## src/rtl/johnson_decoder_monitor.sv

```systemverilog
// johnson_decoder_monitor
//   Receive-side monitor for an N-flop Johnson counter bus. It samples code_in
//   on every clock, decodes it to a binary index, classifies each step as
//   hold, forward, reverse or skip, locks onto a clean same-direction run, and
//   keeps a wrapping position count and a saturating lock-loss count.
//
//   state     | meaning
//   ----------+-----------------------------------------------------------
//   UNLOCKED  | no usable reference; waiting for a legal code
//   LOCKING   | counting consecutive same-direction single steps
//   LOCKED    | clean sequence; position tracks steps, a break pulses err
//
// Ports
//   clk        system clock, rising edge
//   reset      synchronous, active-high reset
//   code_in    Johnson code under observation (N bits)
//   index      decoded index of the last legal sample (IW bits)
//   valid      last sample was a legal code
//   step_fwd   one-cycle pulse, index advanced by +1 mod 2N
//   step_rev   one-cycle pulse, index moved by -1 mod 2N
//   locked     FSM is in LOCKED
//   err        one-cycle pulse on a lock loss
//   position   wrapping up/down position count (POS_W bits)
//   err_count  saturating count of lock losses (ERR_W bits)

module johnson_decoder_monitor #(
    parameter int N          = 4,
    parameter int LOCK_COUNT = 3,
    parameter int POS_W      = 8,
    parameter int ERR_W      = 4
) (
    input  logic                     clk,
    input  logic                     reset,
    input  logic [N-1:0]             code_in,
    output logic [$clog2(2*N)-1:0]   index,
    output logic                     valid,
    output logic                     step_fwd,
    output logic                     step_rev,
    output logic                     locked,
    output logic                     err,
    output logic [POS_W-1:0]         position,
    output logic [ERR_W-1:0]         err_count
);

    localparam int IW = $clog2(2*N);
    localparam logic [IW:0] TWO_N = (IW+1)'(2*N);

    typedef enum logic [1:0] {
        ST_UNLOCKED = 2'd0,
        ST_LOCKING  = 2'd1,
        ST_LOCKED   = 2'd2
    } state_t;

    state_t            state_q, state_d;
    logic [3:0]        run_q, run_d, run_nxt;
    logic              dir_set_q, dir_set_d;
    logic              dir_q, dir_d;          // 1 = forward
    logic [IW-1:0]     index_q;
    logic              valid_q;
    logic              step_fwd_q, step_rev_q, err_q;
    logic [POS_W-1:0]  position_q;
    logic [ERR_W-1:0]  err_count_q;

    logic              dec_valid;
    logic [IW-1:0]     dec_idx;
    logic [IW:0]       diff_raw, diff;
    logic              both_legal, is_hold, is_fwd, is_rev, is_skip;
    logic              lock_loss;

    // Code for index k: the first N codes fill ones in from the MSB, the
    // remaining ones clear from the MSB (matches the down-counter sequence).
    function automatic logic [N-1:0] jcode(input int k);
        logic [N-1:0] c;
        c = '0;
        for (int j = 0; j < N; j++) begin
            if (k <= N) c[N-1-j] = (j < k);
            else        c[N-1-j] = (j >= k - N);
        end
        return c;
    endfunction

    always_comb begin
        dec_valid = 1'b0;
        dec_idx   = '0;
        for (int k = 0; k < 2*N; k++) begin
            if (code_in == jcode(k)) begin
                dec_valid = 1'b1;
                dec_idx   = IW'(k);
            end
        end
    end

    // Modular difference computed with one extra bit so non-power-of-two 2N
    // still wraps correctly. valid_q doubles as the previous-sample-legal flag.
    always_comb begin
        diff_raw   = {1'b0, dec_idx} + TWO_N - {1'b0, index_q};
        diff       = (diff_raw >= TWO_N) ? (diff_raw - TWO_N) : diff_raw;
        both_legal = dec_valid && valid_q;
        is_hold    = both_legal && (diff == '0);
        is_fwd     = both_legal && (diff == (IW+1)'(1));
        is_rev     = both_legal && !is_fwd && (diff == TWO_N - (IW+1)'(1));
        is_skip    = both_legal && !is_hold && !is_fwd && !is_rev;
    end

    always_comb begin
        state_d   = state_q;
        run_d     = run_q;
        dir_set_d = dir_set_q;
        dir_d     = dir_q;
        run_nxt   = run_q;
        lock_loss = 1'b0;
        case (state_q)
            ST_UNLOCKED: begin
                if (dec_valid) begin
                    state_d   = ST_LOCKING;
                    run_d     = '0;
                    dir_set_d = 1'b0;
                    dir_d     = 1'b0;
                end
            end
            ST_LOCKING: begin
                if (!dec_valid || is_skip) begin
                    state_d   = ST_UNLOCKED;
                    run_d     = '0;
                    dir_set_d = 1'b0;
                end else if (is_fwd || is_rev) begin
                    if (!dir_set_q || (dir_q == is_fwd)) run_nxt = run_q + 4'd1;
                    else                                 run_nxt = 4'd1;
                    run_d     = run_nxt;
                    dir_set_d = 1'b1;
                    dir_d     = is_fwd;
                    if (run_nxt >= 4'(LOCK_COUNT)) state_d = ST_LOCKED;
                end
            end
            ST_LOCKED: begin
                if (!dec_valid || is_skip) begin
                    state_d   = ST_UNLOCKED;
                    run_d     = '0;
                    dir_set_d = 1'b0;
                    lock_loss = 1'b1;
                end
            end
            default: begin
                state_d = ST_UNLOCKED;
                run_d   = '0;
            end
        endcase
    end

    always_ff @(posedge clk) begin
        if (reset) begin
            state_q     <= ST_UNLOCKED;
            run_q       <= '0;
            dir_set_q   <= 1'b0;
            dir_q       <= 1'b0;
            index_q     <= '0;
            valid_q     <= 1'b0;
            step_fwd_q  <= 1'b0;
            step_rev_q  <= 1'b0;
            err_q       <= 1'b0;
            position_q  <= '0;
            err_count_q <= '0;
        end else begin
            state_q    <= state_d;
            run_q      <= run_d;
            dir_set_q  <= dir_set_d;
            dir_q      <= dir_d;
            valid_q    <= dec_valid;
            if (dec_valid) index_q <= dec_idx;
            step_fwd_q <= is_fwd;
            step_rev_q <= is_rev;
            err_q      <= lock_loss;
            // Only steps taken while already locked move the position.
            if (state_q == ST_LOCKED) begin
                if (is_fwd)      position_q <= position_q + 1'b1;
                else if (is_rev) position_q <= position_q - 1'b1;
            end
            if (lock_loss && (err_count_q != '1)) err_count_q <= err_count_q + 1'b1;
        end
    end

    assign index     = index_q;
    assign valid     = valid_q;
    assign step_fwd  = step_fwd_q;
    assign step_rev  = step_rev_q;
    assign locked    = (state_q == ST_LOCKED);
    assign err       = err_q;
    assign position  = position_q;
    assign err_count = err_count_q;

endmodule

```

## config.mk

```make
export PLATFORM = sky130hd
export DESIGN_NAME = johnson_decoder_monitor
export DESIGN_NICKNAME = d
export VERILOG_FILES = /design/src/rtl/johnson_decoder_monitor.sv
export SDC_FILE = /design/constraint.sdc
export NUM_CORES = 1
export LEC_CHECK = 0
export ABC_AREA = 1
export BUFFER_PORTS_ARGS = -buffer_cell sky130_fd_sc_hd__clkbuf_2
export CAP_MARGIN = 5
export CORE_MARGIN = 5
export CORE_UTILIZATION = 30
export CTS_CLUSTER_DIAMETER = 120
export DETAILED_ROUTE_END_ITERATION = 12
export GPL_TIMING_DRIVEN = 0
export SLEW_MARGIN = 20
export SYNTH_ARGS = -nofsm -noshare
export SYNTH_HDL_FRONTEND = slang
export SYNTH_SLANG_ARGS = --single-unit
```

## constraint.sdc

```tcl
create_clock -name clk -period 3.7 [get_ports clk]
set_input_delay 0.185 -clock clk [delete_from_list [all_inputs] [get_ports clk]]
set_output_delay 0.185 -clock clk [all_outputs]
set_load 0.03 [all_outputs]
```

==> reports/metrics.yaml <==
sta:
  hold_viol: 0
  fin_hold_ws_ns: 0.309
  rsz0062_at_grt: "false"
  fin_crit_sh_pct: 79.7
  slew-limit-headroom_pct: 68.7
  worstMarginPinSlew_ns: 0.469
  fin_skew_ns: 0.00566
  fmax_mhz: 339
  slew_viol_final: 0
  setup_viol: 0
  tns_ns: 0
  period_minus_slack_ns: 2.95
routing:
  ant_nets: 0
  dr.pass1.iters: 4
  wl_per_cell_microns: 10.1
  drt_wl_total_microns: 3200
  drc: 0
  drt_iter0_markers: 41
  via_count: 1420
  avgViaCountPerCell: 4.48
power:
  power_uw: 742
  p_leak_uw: 0.000901
  ir_drop_mv: 0.182
  p_per_area_nw_per_um2: 398
setup_path:
  crit_required_ns: 3.88
  critPathArrivalTime_ns: 3.13
  endpoint_kind: "register"
  path_class: "register to register"
  worst_setup_path_start_kind: "register"
  reg2reg_slack_ns: 0.75
  critPathMaxFanout: 14
global_route:
  antenna_found_initial: 0
  gr-total-overflow: 0
  grt_pass1_wl_microns: 5910
  grt_max_degree: 15
  grt_pass1_vias: 1354
  grt_usage_pct: 9.89
final_layout:
  final_core_util_pct: 36.1
  drive_above_1_share_pct: 20.6
  final_common_cell: "nand2_1"
  area_growth_pct: 15.7
  final_cell_mix: "nand2_1 (40), inv_1 (29), dfxtp_1 (27)"
  fin_nets: 266
  antennaDiodeCount: 0
clocking:
  cts_sinks: 27
  hold_buffers: 0
  cts-buffers-inserted: 3
  cts_setup_buffers: 0
  htreeDepth: 1
  clk_latency_ns: 0.27
  clkSlewWorstSetupHoldPaths_ns: 0.09
  cts.path.max_buffers: 2
  post_cts_resized: 0
  root_buffer: "clkbuf_8"
  cts_tree: "yes"
placed_design:
  dp_hpwl_microns: 2570
  gp_congestion: 0.769
  placement.io_buffers: 24
synthesis:
  netlist_area_sq_um: 1610
  syn_nets: 237
  synth_cells: 219
  synth-seq-cells: 27
  synth.avg_cell_area_sq_um: 7.36
  yosys_warnings: 0
  seq_area_frac_synth_pct: 33.5
  ys_types: 32
die:
  start_util_pct: 31.2
  die_w_microns: 83.3
  fp.dieH_microns: 83.3
  io_pins: 26
  fp.dieArea_sq_um: 6940
  core_sq_um: 5170
  fp-row-count: 26
worst_hold_path:
  hold_class: "input pin to register"
job:
  maxCapViolations: 0
status:
  status: "complete, no violations"
[state kept, by name, summed over array words and instances (netlist names)]
name,flops
step_fwd,1
state_q,2
position,8
err_count,4
run_q,4
valid,1
err,1
index,3
dir_set_q,1
step_rev,1
dir_q,1
[area by class of cell]
cell class	instances	area (sq um)
plain buffers	4	23.8
clock buffers	4	45.0
fillers	554	3310
inverters	34	130
multi-input cells	154	918
flip-flops and latches	27	541
well taps	70	87.6
repair buffers	24	120
[logic make-up after synthesis]
| logic type | synth area share [%] |
|---|---|
| adder cells (fa/ha/maj) | 10.2 |
| buffers and inverters | 9.54 |
| flip-flops | 33.5 |
| XOR/XNOR | 3.80 |
| AND/OR/NAND/NOR | 26.7 |
| AO/OA/AOI/OAI | 16.2 |
[critical path, stage by stage, from the launching register on]
cell and delay, ns:
dfxtp_1 0.36, ha_1 0.15, inv_1 0.04, fa_1 0.47, inv_1 0.07, nand2_1 0.04
nor2_1 0.22, nand3_4 0.23, ha_1 0.42, nand3_1 0.09, nand2_1 0.14, nand4_1 0.09
o211ai_1 0.15, o21ai_2 0.08, a21oi_2 0.13, nand2_1 0.06, nand2_1 0.05, nor2_1 0.03
[per-layer routing]
metal / routed length (microns) / global-route usage [%] / vias to the layer above
met3: 61 / 1.98 / 2
met5: 0 / 0 / -
met4: 16 / 2.53 / 0
met2: 1520 / 16.8 / 17
met1: 1600 / 12.7 / 630
li1: - / - / 771
[stage by stage]
stage / cells / worst slack [ns] / instance area, sq um
4_1_cts: 317 / 0.733 / 1870
6_report: 317 / 0.749 / 1870
5_1_grt: 317 / 0.399 / 1870
2_1_floorplan: 219 / 0.738 / 1610
3_3_place_gp: 313 / 0.508 / 1820
3_5_place_dp: 313 / 0.446 / 1820
[power by group]
part / internal [uW] / switching (uW)
Sequential: 314 / 19.3
Combinational: 77.9 / 164
Clock: 77.1 / 89.9
[worst paths after layout]
path | to | start | cells after the start
hold / removal | run_q[0]$_SDFFE_PP0P_ | reset | 2
setup / recovery | position[7]$_SDFFE_PP0P_ | index[0]$_SDFFE_PP0N_ | 17
setup reg to reg | position[7]$_SDFFE_PP0P_ | index[0]$_SDFFE_PP0N_ | 17
hold reg to reg | index[2]$_SDFFE_PP0N_ | index[2]$_SDFFE_PP0N_ | 2
[synth_stat cells]
cell	count	area, sq um
a211oi_1	1	7.51
a21o_1	1	7.51
a21oi_1	22	110
a21oi_2	4	35.0
a31oi_1	2	12.5
buf_2	1	5.00
buf_6	1	11.3
clkbuf_1	2	7.51
dfxtp_1	27	541
fa_1	2	40.0
ha_1	10	125
inv_1	29	109
inv_2	4	15.0
inv_4	1	6.26
nand2_1	40	150
nand2_2	5	31.3
nand2_4	2	22.5
nand3_1	12	60.1
nand3_2	2	20.0
nand3_4	1	17.5
nand3b_1	2	15.0
nand4_1	3	18.8
nor2_1	21	78.8
nor2_4	1	11.3
nor3_1	1	5.00
o211ai_1	2	15.0
o21ai_0	9	45.0
o21ai_1	1	5.00
o21ai_2	2	17.5
o22ai_1	1	6.26
xnor2_1	2	17.5
xor2_1	5	43.8
No activity file was read; power rests on OpenSTA's default activity.
